**src/rtl/ahb_pkg.sv**
```systemverilog
// Shared AHB-Lite encodings and the state type for the single-word DMA copy engine.
package ahb_pkg;

    localparam logic [1:0] HTRANS_IDLE   = 2'b00;
    localparam logic [1:0] HTRANS_NONSEQ = 2'b10;
    localparam logic [2:0] HSIZE_WORD    = 3'b010;
    localparam logic [2:0] HBURST_SINGLE = 3'b000;

    typedef enum logic [2:0] {
        ST_IDLE = 3'd0,
        ST_RD_A = 3'd1,
        ST_RD_D = 3'd2,
        ST_WR_A = 3'd3,
        ST_WR_D = 3'd4,
        ST_DONE = 3'd5,
        ST_ERR  = 3'd6
    } dma_state_t;

endpackage

```
**src/rtl/ahb_dma_copy.sv**
```systemverilog
// AHB-Lite master that copies len_words 32-bit words from src to dst, one
// SINGLE read followed by one SINGLE write per word.
module ahb_dma_copy
    import ahb_pkg::*;
#(
    parameter int AW = 32,
    parameter int LW = 16
) (
    input  logic          HCLK,
    input  logic          HRESET,
    input  logic          start,
    input  logic [AW-1:0] src_addr,
    input  logic [AW-1:0] dst_addr,
    input  logic [LW-1:0] len_words,
    output logic          busy,
    output logic          done,
    output logic          error,
    output logic [AW-1:0] HADDR,
    output logic [1:0]    HTRANS,
    output logic          HWRITE,
    output logic [2:0]    HSIZE,
    output logic [2:0]    HBURST,
    output logic [31:0]   HWDATA,
    input  logic [31:0]   HRDATA,
    input  logic          HREADY,
    input  logic          HRESP
);

    localparam logic [AW-1:0] ALIGN_MASK = {{(AW-2){1'b1}}, 2'b00};
    localparam logic [AW-1:0] WORD_STEP  = {{(AW-3){1'b0}}, 3'b100};
    localparam logic [LW-1:0] COUNT_ZERO = {LW{1'b0}};
    localparam logic [LW-1:0] COUNT_ONE  = {{(LW-1){1'b0}}, 1'b1};

    dma_state_t    state_r;
    logic [AW-1:0] src_r;
    logic [AW-1:0] dst_r;
    logic [LW-1:0] count_r;
    logic [31:0]   data_r;
    logic          busy_r;
    logic          done_r;
    logic          error_r;
    logic [AW-1:0] haddr_r;
    logic [1:0]    htrans_r;
    logic          hwrite_r;

    // Copy FSM; bus outputs are registered alongside the state so that they
    // always describe the phase the FSM is currently in.
    always_ff @(posedge HCLK or posedge HRESET) begin
        if (HRESET) begin
            state_r  <= ST_IDLE;
            src_r    <= {AW{1'b0}};
            dst_r    <= {AW{1'b0}};
            count_r  <= COUNT_ZERO;
            data_r   <= 32'h0000_0000;
            busy_r   <= 1'b0;
            done_r   <= 1'b0;
            error_r  <= 1'b0;
            haddr_r  <= {AW{1'b0}};
            htrans_r <= HTRANS_IDLE;
            hwrite_r <= 1'b0;
        end else begin
            done_r <= 1'b0;
            case (state_r)
                ST_IDLE: begin
                    if (start) begin
                        error_r <= 1'b0;
                        busy_r  <= 1'b1;
                        if (len_words != COUNT_ZERO) begin
                            src_r    <= src_addr & ALIGN_MASK;
                            dst_r    <= dst_addr & ALIGN_MASK;
                            count_r  <= len_words;
                            haddr_r  <= src_addr & ALIGN_MASK;
                            hwrite_r <= 1'b0;
                            htrans_r <= HTRANS_NONSEQ;
                            state_r  <= ST_RD_A;
                        end else begin
                            done_r  <= 1'b1;
                            state_r <= ST_DONE;
                        end
                    end else begin
                        busy_r <= 1'b0;
                    end
                end
                ST_RD_A: begin
                    if (HREADY) begin
                        htrans_r <= HTRANS_IDLE;
                        state_r  <= ST_RD_D;
                    end
                end
                ST_RD_D: begin
                    // An error response ends the copy on its first cycle.
                    if (HRESP) begin
                        error_r <= 1'b1;
                        state_r <= ST_ERR;
                    end else if (HREADY) begin
                        data_r   <= HRDATA;
                        haddr_r  <= dst_r;
                        hwrite_r <= 1'b1;
                        htrans_r <= HTRANS_NONSEQ;
                        state_r  <= ST_WR_A;
                    end
                end
                ST_WR_A: begin
                    if (HREADY) begin
                        htrans_r <= HTRANS_IDLE;
                        state_r  <= ST_WR_D;
                    end
                end
                ST_WR_D: begin
                    if (HRESP) begin
                        error_r <= 1'b1;
                        state_r <= ST_ERR;
                    end else if (HREADY) begin
                        src_r   <= src_r + WORD_STEP;
                        dst_r   <= dst_r + WORD_STEP;
                        count_r <= count_r - COUNT_ONE;
                        if (count_r == COUNT_ONE) begin
                            done_r  <= 1'b1;
                            state_r <= ST_DONE;
                        end else begin
                            haddr_r  <= src_r + WORD_STEP;
                            hwrite_r <= 1'b0;
                            htrans_r <= HTRANS_NONSEQ;
                            state_r  <= ST_RD_A;
                        end
                    end
                end
                ST_DONE: begin
                    busy_r  <= 1'b0;
                    state_r <= ST_IDLE;
                end
                ST_ERR: begin
                    busy_r  <= 1'b0;
                    state_r <= ST_IDLE;
                end
                default: begin
                    busy_r   <= 1'b0;
                    htrans_r <= HTRANS_IDLE;
                    state_r  <= ST_IDLE;
                end
            endcase
        end
    end

    assign busy   = busy_r;
    assign done   = done_r;
    assign error  = error_r;
    assign HADDR  = haddr_r;
    assign HTRANS = htrans_r;
    assign HWRITE = hwrite_r;
    assign HSIZE  = HSIZE_WORD;
    assign HBURST = HBURST_SINGLE;
    assign HWDATA = data_r;

endmodule

```
**config.mk**
```make
export PLATFORM = sky130hd
export DESIGN_NAME = ahb_dma_copy
export DESIGN_NICKNAME = d
export VERILOG_FILES = /design/src/rtl/ahb_pkg.sv /design/src/rtl/ahb_dma_copy.sv
export SDC_FILE = /design/constraint.sdc
export NUM_CORES = 1
export LEC_CHECK = 0
export CORE_MARGIN = 2
export CORE_UTILIZATION = 56
export DETAILED_ROUTE_END_ITERATION = 7
export PLACE_DENSITY = 0.87
export SLEW_MARGIN = 20
export SYNTH_ARGS = -nofsm -noshare
export SYNTH_HDL_FRONTEND = slang
export SYNTH_SLANG_ARGS = --single-unit
```
**constraint.sdc**
```tcl
create_clock -name HCLK -period 10.4 [get_ports HCLK]
set_input_delay 1.04 -clock HCLK [delete_from_list [all_inputs] [get_ports HCLK]]
set_output_delay 1.04 -clock HCLK [all_outputs]
set_load 0.02 [all_outputs]
```
==> results of run 1 <==
==> sequential cells by signal, summed over array words and instances (netlist names) <==
| signal | flops |
|---|---|
| HADDR | 31 |
| HTRANS | 1 |
| HWDATA | 32 |
| HWRITE | 1 |
| busy | 1 |
| count_r | 16 |
| done | 1 |
| dst_r | 30 |
| error | 1 |
| src_r | 30 |
| state_r | 3 |
==> final timing paths <==
kind,from,endpoint,slack (ps),depth (start not counted)
worst min register to register,HADDR[13],HADDR[13],480,1
min in group asynchronous,HRESET,HWDATA[30],1120,2
max in group asynchronous,HRESET,count_r[0],7920,3
worst max-delay path,state_r[1],HADDR[17],6920,7
worst max register to register,state_r[1],HADDR[17],6920,7
worst min-delay path,HADDR[13],HADDR[13],480,1
==> placed cells by master, fill, tap and decap left out, types with 7 or more instances in the layout <==
cell type                         synthesis  routed
sky130_fd_sc_hd__a21oi_1                 85      85
sky130_fd_sc_hd__a22o_1                   9       9
sky130_fd_sc_hd__a22oi_1                 23      23
sky130_fd_sc_hd__a2bb2oi_1               14      14
sky130_fd_sc_hd__a31oi_1                 14      14
sky130_fd_sc_hd__and3_1                  16      16
sky130_fd_sc_hd__and4_1                  11      11
sky130_fd_sc_hd__buf_4                    8      12
sky130_fd_sc_hd__clkbuf_16                0      17
sky130_fd_sc_hd__clkdlybuf4s50_1          0     181
sky130_fd_sc_hd__conb_1                   2       7
sky130_fd_sc_hd__dfrtp_1                147     147
sky130_fd_sc_hd__inv_1                   17      16
sky130_fd_sc_hd__mux2_2                  59      59
sky130_fd_sc_hd__nand2_1                 96      96
sky130_fd_sc_hd__nand3_1                 38      38
sky130_fd_sc_hd__nand4_1                 20      20
sky130_fd_sc_hd__nor2_1                  65      64
sky130_fd_sc_hd__nor3_1                  22      22
sky130_fd_sc_hd__nor4_1                  15      15
sky130_fd_sc_hd__o211ai_1                18      18
sky130_fd_sc_hd__o21ai_0                 68      68
sky130_fd_sc_hd__o22a_1                  11      11
sky130_fd_sc_hd__o22ai_1                 23      23
sky130_fd_sc_hd__o31ai_1                 10      10
sky130_fd_sc_hd__or4_1                    7       7
sky130_fd_sc_hd__xnor2_1                  7       7
==> area by class of cell <==
type	instances	area, µm²
fill	1096	4065
clock inverter	12	128.9
sequential	147	3679
tap	211	264.0
clock buffer	20	456.7
multi-input combinational	739	4695
inverter	17	68.82
timing repair buffer	193	1902
==> cells by family (layout without fill, tap and decap cells) <==
kind of cell | after synthesis | in the layout
compound gates | 329 | 329
simple gates | 321 | 321
flops | 147 | 147
buf+inv | 105 | 242
mux | 65 | 65
xor+xnor | 13 | 13
fa+ha+maj | 4 | 4
other cells | 2 | 7
==> power breakdown <==
| part | internal, mW | switching (mW) | leakage [nW] |
|---|---|---|---|
| registers | 0.855 | 0.322 | 1.74 |
| clock network | 0.366 | 0.251 | 0.283 |
| logic | 0.740 | 0.862 | 2.34 |
| total | 1.96 | 1.44 | 4.36 |
==> per-layer routing <==
| layer | vias up | share of wire | GRT usage |
|---|---|---|---|
| li1 | 3968 | - | - |
| met1 | 4091 | 0.39 | 0.4021 |
| met2 | 544 | 0.48 | 0.4926 |
| met3 | 100 | 0.088 | 0.06771 |
| met4 | 0 | 0.043 | 0.1515 |
| met5 | - | 0 | 0 |
==> impl_metrics.json, run 1 <==
{
  "finalNonFillerCells": 1339,
  "grt_max_degree": 87,
  "setup_ws_ps": 6925,
  "count_of_flip_flops_with_a_built_in_enable_after_synthesis": 0,
  "vdd_ir_drop_max_v": 0.0001660,
  "max_slew_margin": 0.3365,
  "io_buffer_count": 181,
  "hold-worst-slack_ps": 481.6,
  "wirelength_um": 25790,
  "synth_xor_area_frac": 0.01298,
  "share_of_final_layout_standard_cells_stronger_than_drive_strength_1": 0.1002,
  "synthMuxAreaShare": 0.08285,
  "violated_checks": "design-rule violations",
  "sequential_element_share_of_the_synthesized_area": 0.4192,
  "synth-main-ff-cell": "sky130_fd_sc_hd__dfrtp_1",
  "actual_transition_at_the_worst_max_transition_pin_ps": 991.6,
  "synth_simple_gate_area_share": 0.1827,
  "synthesis.yosys.warnings": 0,
  "place_worst_setup_slack_ps": 6679,
  "postSynthAreaPerCell_um2": 8.899,
  "routability_driven_placement_congestion_ratio": 0.9305,
  "fin_worst_skew_ps": 8.215,
  "yosysMostFrequentCell": "sky130_fd_sc_hd__dfrtp_1",
  "path_buf_inv": 2,
  "slowest_stage": "sky130_fd_sc_hd__buf_4",
  "maxCapViolations": 0,
  "clock_tree.buffer_depth": 2,
  "final_cell_area_mm2": 0.01119,
  "grt_pass1_wl_um": 40830,
  "post-synth-top-area-fraction": 0.4192,
  "slowest_delay_ps": 710,
  "tritoncts_num_sinks": 147,
  "worst-path-max-fanout": 77,
  "setup-tns-final_ps": 0,
  "category_of_the_critical_setup_timing_path": "reg -> reg",
  "report.final.slew_viol_count": 0,
  "post-layout-total-power_mw": 3.395,
  "worst_ep_required_time_ps": 10710,
  "wl_per_cell_um": 19.26,
  "syn_to_final_growth_pct": 27.56,
  "rsz_0062_raised_after_global_routing": "false",
  "crit_path_start_kind": "flip-flop",
  "track_usage": 0.3094,
  "drt_first_iter_violations": 987,
  "cts_resized": 0,
  "final_core_utilization": 0.7336,
  "synth_commonest_cells": "sky130_fd_sc_hd__dfrtp_1, sky130_fd_sc_hd__nand2_1, sky130_fd_sc_hd__a21oi_1, sky130_fd_sc_hd__o21ai_0, sky130_fd_sc_hd__nor2_1",
  "antenna_violating_nets_post_route": 0,
  "total_i_o_pin_count": 193,
  "path_cells": "nor3b_4 > buf_4 > buf_4 > nor2_2 > a22oi_1 > nand3_1 > mux2_2",
  "cp_data_arrival_time_ps": 3790,
  "setup-violations-final": 0,
  "final.period_utilization": 0.3342,
  "grt_antenna_before_repair": 0,
  "netlist_instances": 986,
  "synth_compound_area_frac": 0.2453,
  "h_tree_level_count": 4,
  "fin_crit_ps": 3475,
  "fp.coreArea_mm2": 0.01526,
  "ratio_of_total_power_to_cell_area_mw_per_mm2": 303.3,
  "power.static_leakage_nw": 4.358,
  "via_count": 8703,
  "dieHeight_um": 129.2,
  "placed_cell_area_mm2": 0.01061,
  "synth_largest_area_cell": "sky130_fd_sc_hd__dfrtp_1",
  "min-delay-path-class": "reg -> reg",
  "clk-insertion-delay-late_ps": 430,
  "final_nets": 1236,
  "cts_buffers": 17,
  "synth.lib_cells_used.distinct": 71,
  "post-place-cells": 1307,
  "synth_top_cells_by_area": "sky130_fd_sc_hd__dfrtp_1, sky130_fd_sc_hd__mux2_2, sky130_fd_sc_hd__a21oi_1",
  "place.detailed.hpwl_um": 17210,
  "worstSetupEndpointType": "flip-flop",
  "vias_in_the_first_global_route": 8078,
  "global_route.overflow_total": 0,
  "cts.reportedPaths.clkPinSlew_ps": 60,
  "row_count": 45,
  "detail_route.drc_violations": 5,
  "dominant_combinational_cell_family_by_area_after_synthesis": "compound AO/OA/AOI/OAI gates",
  "post_cts.repair.setup_buffers": 0,
  "yosys_register_bits": 147,
  "timing.fmax_ghz": 0.2877,
  "tritoncts_clock_tree": "done",
  "hold_buffers": 0,
  "drt_pre_antenna_iters": 8,
  "cpLargestDelayFamily": "buffers and inverters",
  "antenna_cells_inserted": 0,
  "fp.dieArea_mm2": 0.01669,
  "status": "finished, violations left",
  "post_dr_vias_cell": 6.500,
  "synth_adder_area_share": 0.005704,
  "mappedNetlistArea_mm2": 0.008775,
  "start_util": 0.5751,
  "fp.dieW_um": 129.2,
  "cts_root_buf": "sky130_fd_sc_hd__clkbuf_16",
  "hold_viol_final": 0,
  "critical_path.most_common_cell": "sky130_fd_sc_hd__buf_4",
  "ys_async_rst_share": 1.000
}
Note: power is estimated with default switching activity, not from simulation.
==> inputs of run 2 (changes only) <==
--- a/config.mk
+++ b/config.mk
@@ -6,9 +6,9 @@
 export NUM_CORES = 1
 export LEC_CHECK = 0
 export CORE_MARGIN = 2
-export CORE_UTILIZATION = 56
+export CORE_UTILIZATION = 52
 export DETAILED_ROUTE_END_ITERATION = 7
-export PLACE_DENSITY = 0.87
+export PLACE_DENSITY = 0.82
 export SLEW_MARGIN = 20
 export SYNTH_ARGS = -nofsm -noshare
 export SYNTH_HDL_FRONTEND = slang
==> constraint.sdc (replaced) <==
create_clock -name HCLK -period 3.6 [get_ports HCLK]
set_input_delay 0.36 -clock HCLK [delete_from_list [all_inputs] [get_ports HCLK]]
set_output_delay 0.36 -clock HCLK [all_outputs]
set_load 0.02 [all_outputs]
==> run 2 against run 1 <==
Net effect: the run now ends clean; sequential cell count is the same; cell count grew 1.3%; fmax grew 28%; via count shrank 0.79%; critical path type unchanged; largest power group unchanged.
==> impl_metrics.json, run 2 (synthesis results as in run 1) <==
{
  "place.detailed.hpwl_um": 17840,
  "routability_driven_placement_congestion_ratio": 0.9289,
  "h_tree_level_count": 4,
  "grt_pass1_wl_um": 41360,
  "vias_in_the_first_global_route": 8041,
  "fp.dieW_um": 133.9,
  "grt_max_degree": 114,
  "maxCapViolations": 0,
  "power.static_leakage_nw": 4.431,
  "antenna_violating_nets_post_route": 0,
  "drt_pre_antenna_iters": 6,
  "start_util": 0.5310,
  "fin_worst_skew_ps": 7.100,
  "row_count": 47,
  "category_of_the_critical_setup_timing_path": "reg -> reg",
  "rsz_0062_raised_after_global_routing": "false",
  "met2RoutedLength_um": 12400,
  "vdd_ir_drop_max_v": 0.0004168,
  "grt_antenna_before_repair": 0,
  "fp.coreArea_mm2": 0.01652,
  "hold-worst-slack_ps": 166.6,
  "placed_cell_area_mm2": 0.01074,
  "clk-insertion-delay-late_ps": 430,
  "final.period_utilization": 0.7527,
  "tritoncts_num_sinks": 147,
  "amount_of_wire_on_met3_after_detailed_routing_um": 2036,
  "top_signal_layer_used": "met4",
  "r2r_slack_ps": 890,
  "worst_ep_required_time_ps": 3920,
  "cts_root_buf": "sky130_fd_sc_hd__clkbuf_16",
  "post_cts.repair.setup_buffers": 0,
  "cts.reportedPaths.clkPinSlew_ps": 70,
  "timing.fmax_ghz": 0.3690,
  "fin_crit_ps": 2710,
  "detail_route.drc_violations": 0,
  "final-seq-area_mm2": 0.003679,
  "fp.dieArea_mm2": 0.01793,
  "final_cell_area_mm2": 0.01135,
  "mostFrequentLayoutCell": "sky130_fd_sc_hd__clkdlybuf4s50_1",
  "min-delay-path-class": "in -> async",
  "total_i_o_pin_count": 193,
  "largest_register_ffs": 32,
  "setup-violations-final": 0,
  "track_usage": 0.2887,
  "report.final.slew_viol_count": 0,
  "clock_tree.buffer_depth": 2,
  "io_buffer_count": 181,
  "syn_to_final_growth_pct": 29.32,
  "drt_first_iter_violations": 1112,
  "hold_viol_final": 0,
  "post_dr_vias_cell": 6.363,
  "actual_transition_at_the_worst_max_transition_pin_ps": 953.2,
  "tritoncts_clock_tree": "done",
  "cts_buffers": 17,
  "setup-tns-final_ps": 0,
  "hold_buffers": 0,
  "cts_resized": 0,
  "mostFrequentLayoutCells": "sky130_fd_sc_hd__clkdlybuf4s50_1, sky130_fd_sc_hd__dfrtp_1, sky130_fd_sc_hd__nand2_1",
  "crit_path_start_kind": "flip-flop",
  "max_slew_margin": 0.3632,
  "global_route.overflow_total": 0,
  "wirelength_um": 25970,
  "status": "finished, final reports clean",
  "wl_per_cell_um": 19.14,
  "via_count": 8634,
  "m1WireLength_um": 10540,
  "cp_data_arrival_time_ps": 3030,
  "final.fill_count": 1274,
  "share_of_final_layout_standard_cells_stronger_than_drive_strength_1": 0.1082,
  "final_nets": 1245,
  "worst-path-max-fanout": 13,
  "antenna_cells_inserted": 0,
  "ratio_of_total_power_to_cell_area_mw_per_mm2": 877.4,
  "multiInputGateArea_mm2": 0.004695,
  "dieHeight_um": 133.9,
  "worstSetupEndpointType": "flip-flop"
}
==> run 2: cell count changes in the layout (fill, tap and decap cells not counted), sizes merged <==
cell and delta:
buf +9, inv +8, clkinv -5, clkbuf -3
==> run 2: cell type report <==
cell class              count  area share
flip-flops and latches    147      0.3242
well taps                 220     0.02426
clock inverters            15     0.01643
repair buffers            202      0.1780
inverters                  17    0.005954
multi-input cells         739      0.4137
clock buffers              17     0.03749
==> run 2: where the power goes <==
group          switching, mW  internal [mW]  leakage (nW)
combinational           2.48           2.19          2.40
sequential             0.950           2.47          1.74
clock                  0.809           1.06         0.297
total                   4.24           5.72          4.43
==> run 2: path summary, 6_finish.rpt <==
kind / from / end / depth (start not counted)
min: HRESET / HWDATA[19] / 2
min in group HCLK: HADDR[12] / HADDR[12] / 1
min reg2reg: HADDR[12] / HADDR[12] / 1
max: src_r[6] / HADDR[21] / 5
max reg2reg: src_r[6] / HADDR[21] / 5
max in group asynchronous: HRESET / count_r[9] / 3
==> run 2: metrics by stage <==
step	total power, mW	utilization	worst slack (ps)	instances
6_report	9.956	0.6867	890.1	1357
2_1_floorplan	6.247	-	1393	991
3_5_place_dp	8.017	0.6497	808.3	1325
4_1_cts	9.914	0.6867	936.7	1357
3_3_place_gp	7.862	0.6495	825.2	1325
5_1_grt	10.56	0.6867	772.2	1357
==> run 2: critical path: stages (launching register included) <==
cell and delay [ps]:
sky130_fd_sc_hd__dfrtp_1 480, sky130_fd_sc_hd__nand4_1 460, sky130_fd_sc_hd__or4_1 810, sky130_fd_sc_hd__and3_1 240
sky130_fd_sc_hd__or3_1 330, sky130_fd_sc_hd__mux2_2 270
==> run 2: layer usage <==
metal  vias up  global-route usage
met5         -                   0
met4         0              0.1288
met3        75             0.05631
met2       449              0.4641
met1      4112              0.3803
li1       3998                   -
==> inputs of run 3 (changes only) <==
--- a/config.mk
+++ b/config.mk
@@ -6,9 +6,9 @@
 export NUM_CORES = 1
 export LEC_CHECK = 0
 export CORE_MARGIN = 2
-export CORE_UTILIZATION = 52
+export CORE_UTILIZATION = 47
 export DETAILED_ROUTE_END_ITERATION = 7
-export PLACE_DENSITY = 0.82
+export PLACE_DENSITY = 0.78
 export SLEW_MARGIN = 20
 export SYNTH_ARGS = -nofsm -noshare
 export SYNTH_HDL_FRONTEND = slang
==> constraint.sdc (replaced) <==
create_clock -name HCLK -period 2.4 [get_ports HCLK]
set_input_delay 0.24 -clock HCLK [delete_from_list [all_inputs] [get_ports HCLK]]
set_output_delay 0.24 -clock HCLK [all_outputs]
set_load 0.02 [all_outputs]
==> run 3 against run 2 <==
Net effect: cell count rose by 3.2%; combinational power rose by 60%; register-to-register slack got worse by 770 ps; critical path depth rose by 1; global-route usage fell by 1.8 points; core utilization fell by 4.5 points; final area rose by 2.6%; die area rose by 10%; worst setup slack got worse by 770 ps.
==> impl_metrics.json, run 3 (synthesis results as in run 1) <==
{
  "grt_antenna_before_repair": 0,
  "tritoncts_num_sinks": 147,
  "final-seq-area_mm2": 0.003679,
  "fin_crit_ps": 2280,
  "largest_register_ffs": 32,
  "worstSetupEndpointType": "flip-flop",
  "path_cells": "ha_1 > nand3_1 > or2_1 > or4b_1 > o211ai_1 > mux2_2",
  "dieHeight_um": 140.6,
  "drt_pre_antenna_iters": 5,
  "actual_transition_at_the_worst_max_transition_pin_ps": 742.8,
  "final.fill_count": 1502,
  "slowest_stage": "sky130_fd_sc_hd__or4b_1",
  "track_usage": 0.2707,
  "category_of_the_critical_setup_timing_path": "reg -> reg",
  "post-layout-total-power_mw": 15.07,
  "total_i_o_pin_count": 193,
  "timing.fmax_ghz": 0.4387,
  "power.net_switching_mw": 6.378,
  "post_dr_vias_cell": 6.296,
  "grt_pass1_wl_um": 43210,
  "hold_viol_final": 0,
  "intPower_mw": 8.691,
  "global_route.overflow_total": 0,
  "post-place-cells": 1369,
  "start_util": 0.4835,
  "setup_ws_ps": 120.3,
  "grt_max_degree": 85,
  "clock_tree.buffer_depth": 2,
  "ratio_of_total_power_to_cell_area_mw_per_mm2": 1294,
  "antenna_cells_inserted": 0,
  "setup-tns-final_ps": 0,
  "setup-violations-final": 0,
  "fp.coreArea_mm2": 0.01815,
  "tritoncts_clock_tree": "done",
  "mostFrequentLayoutCells": "sky130_fd_sc_hd__clkdlybuf4s50_1, sky130_fd_sc_hd__dfrtp_1, sky130_fd_sc_hd__nand2_1",
  "worst_ep_required_time_ps": 2770,
  "report.final.slew_viol_count": 0,
  "wirelength_um": 26880,
  "clk-insertion-delay-late_ps": 430,
  "slowest_delay_ps": 600,
  "vias_in_the_first_global_route": 8171,
  "detail_route.drc_violations": 0,
  "hold_buffers": 0,
  "max_slew_margin": 0.5030,
  "fin_worst_skew_ps": 9.619,
  "power_switching_share": 0.4232,
  "final_nets": 1280,
  "routability_driven_placement_congestion_ratio": 0.9439,
  "cts_root_buf": "sky130_fd_sc_hd__clkbuf_16",
  "vdd_ir_drop_max_v": 0.0008547,
  "cts.reportedPaths.clkPinSlew_ps": 60,
  "fp.dieW_um": 140.6,
  "syn_to_final_growth_pct": 32.68,
  "timing.reg2reg.worst_path_depth": 6,
  "post_cts.repair.setup_buffers": 0,
  "place_worst_setup_slack_ps": 0.007105,
  "io_buffer_count": 181,
  "via_count": 8820,
  "cp_data_arrival_time_ps": 2650,
  "drt_first_iter_violations": 937,
  "hold-worst-slack_ps": 292.9,
  "crit_path_start_kind": "flip-flop",
  "worst-path-max-fanout": 9,
  "antenna_violating_nets_post_route": 0,
  "cts_buffers": 17,
  "path_buf_inv": 0,
  "share_of_final_layout_standard_cells_stronger_than_drive_strength_1": 0.1340,
  "power.static_leakage_nw": 4.597,
  "finalNonFillerCells": 1401,
  "status": "finished, final reports clean",
  "cp.depth": 6,
  "mostFrequentLayoutCell": "sky130_fd_sc_hd__clkdlybuf4s50_1",
  "rsz_0062_raised_after_global_routing": "false",
  "sequentialPowerShare": 0.330,
  "share_clk_of_total_power": 0.174,
  "place.detailed.hpwl_um": 18600,
  "final.period_utilization": 0.9499,
  "maxCapViolations": 0,
  "min-delay-path-class": "in -> async",
  "cts_resized": 0,
  "h_tree_level_count": 4,
  "multiInputGateArea_mm2": 0.004692,
  "fp.dieArea_mm2": 0.01978,
  "row_count": 49,
  "wl_per_cell_um": 19.19,
  "cpLargestDelayFamily": "simple AND/OR/NAND/NOR gates",
  "share_comb_of_total_power": 0.496
}
[run 3: cell types whose count changed in the layout (fill, tap and decap cells not counted), sizes merged]
cell | before | now
inv | 27 | 22
buf | 21 | 56
bufinv | 2 | 1
clkinvlp | 3 | 4
clkinv | 0 | 5
[run 3: path summary, 6_finish.rpt]
| kind | startpoint | to | slack [ps] |
|---|---|---|---|
| setup / recovery | src_r[3] | HADDR[26] | 120 |
| hold / removal | HRESET | HWDATA[25] | 290 |
| setup reg to reg | src_r[3] | HADDR[26] | 120 |
| hold reg to reg | HADDR[13] | HADDR[13] | 490 |
| max in group asynchronous | HRESET | dst_r[3] | 1660 |
| min in group HCLK | dst_addr[2] | dst_r[2] | 380 |
[run 3: final cells by class]
type | instances | area share
well taps | 229 | 0.02461
inverters | 17 | 0.005803
multi-input cells | 739 | 0.4030
clock inverters | 15 | 0.01268
flip-flops and latches | 147 | 0.3160
repair buffers | 237 | 0.2014
clock buffers | 17 | 0.03654
[run 3: worst register-to-register path, cell delays in order, from the launching register on]
cell                       delay, ps
sky130_fd_sc_hd__dfrtp_1         440
sky130_fd_sc_hd__ha_1            280
sky130_fd_sc_hd__nand3_1         210
sky130_fd_sc_hd__or2_1           410
sky130_fd_sc_hd__or4b_1          600
sky130_fd_sc_hd__o211ai_1        110
sky130_fd_sc_hd__mux2_2          180
[run 3: layer usage]
| layer | track usage | vias up | share of wire |
|---|---|---|---|
| met5 | 0 | - | 0 |
| met1 | 0.3666 | 4234 | 0.41 |
| li1 | - | 4062 | - |
| met2 | 0.4347 | 450 | 0.48 |
| met4 | 0.1042 | 0 | 0.032 |
| met3 | 0.04959 | 74 | 0.078 |
[run 3: power groups by stage]
stage	Clock [mW]	Combinational [mW]	Sequential, mW
CTS	2.66	7.43	4.93
global placement	0	7.24	4.91
finish	2.62	7.47	4.98
floorplan	0	4.10	5.27
detailed placement	0	7.38	4.96
global route	2.77	8.06	5.14
[run 3: stage by stage]
stage	cell area [µm²]	util
after global routing	11640	0.6415
after detailed placement	11070	0.6100
after floorplan	8797	-
final	11640	0.6415
after CTS	11640	0.6415
after global placement	11070	0.6100
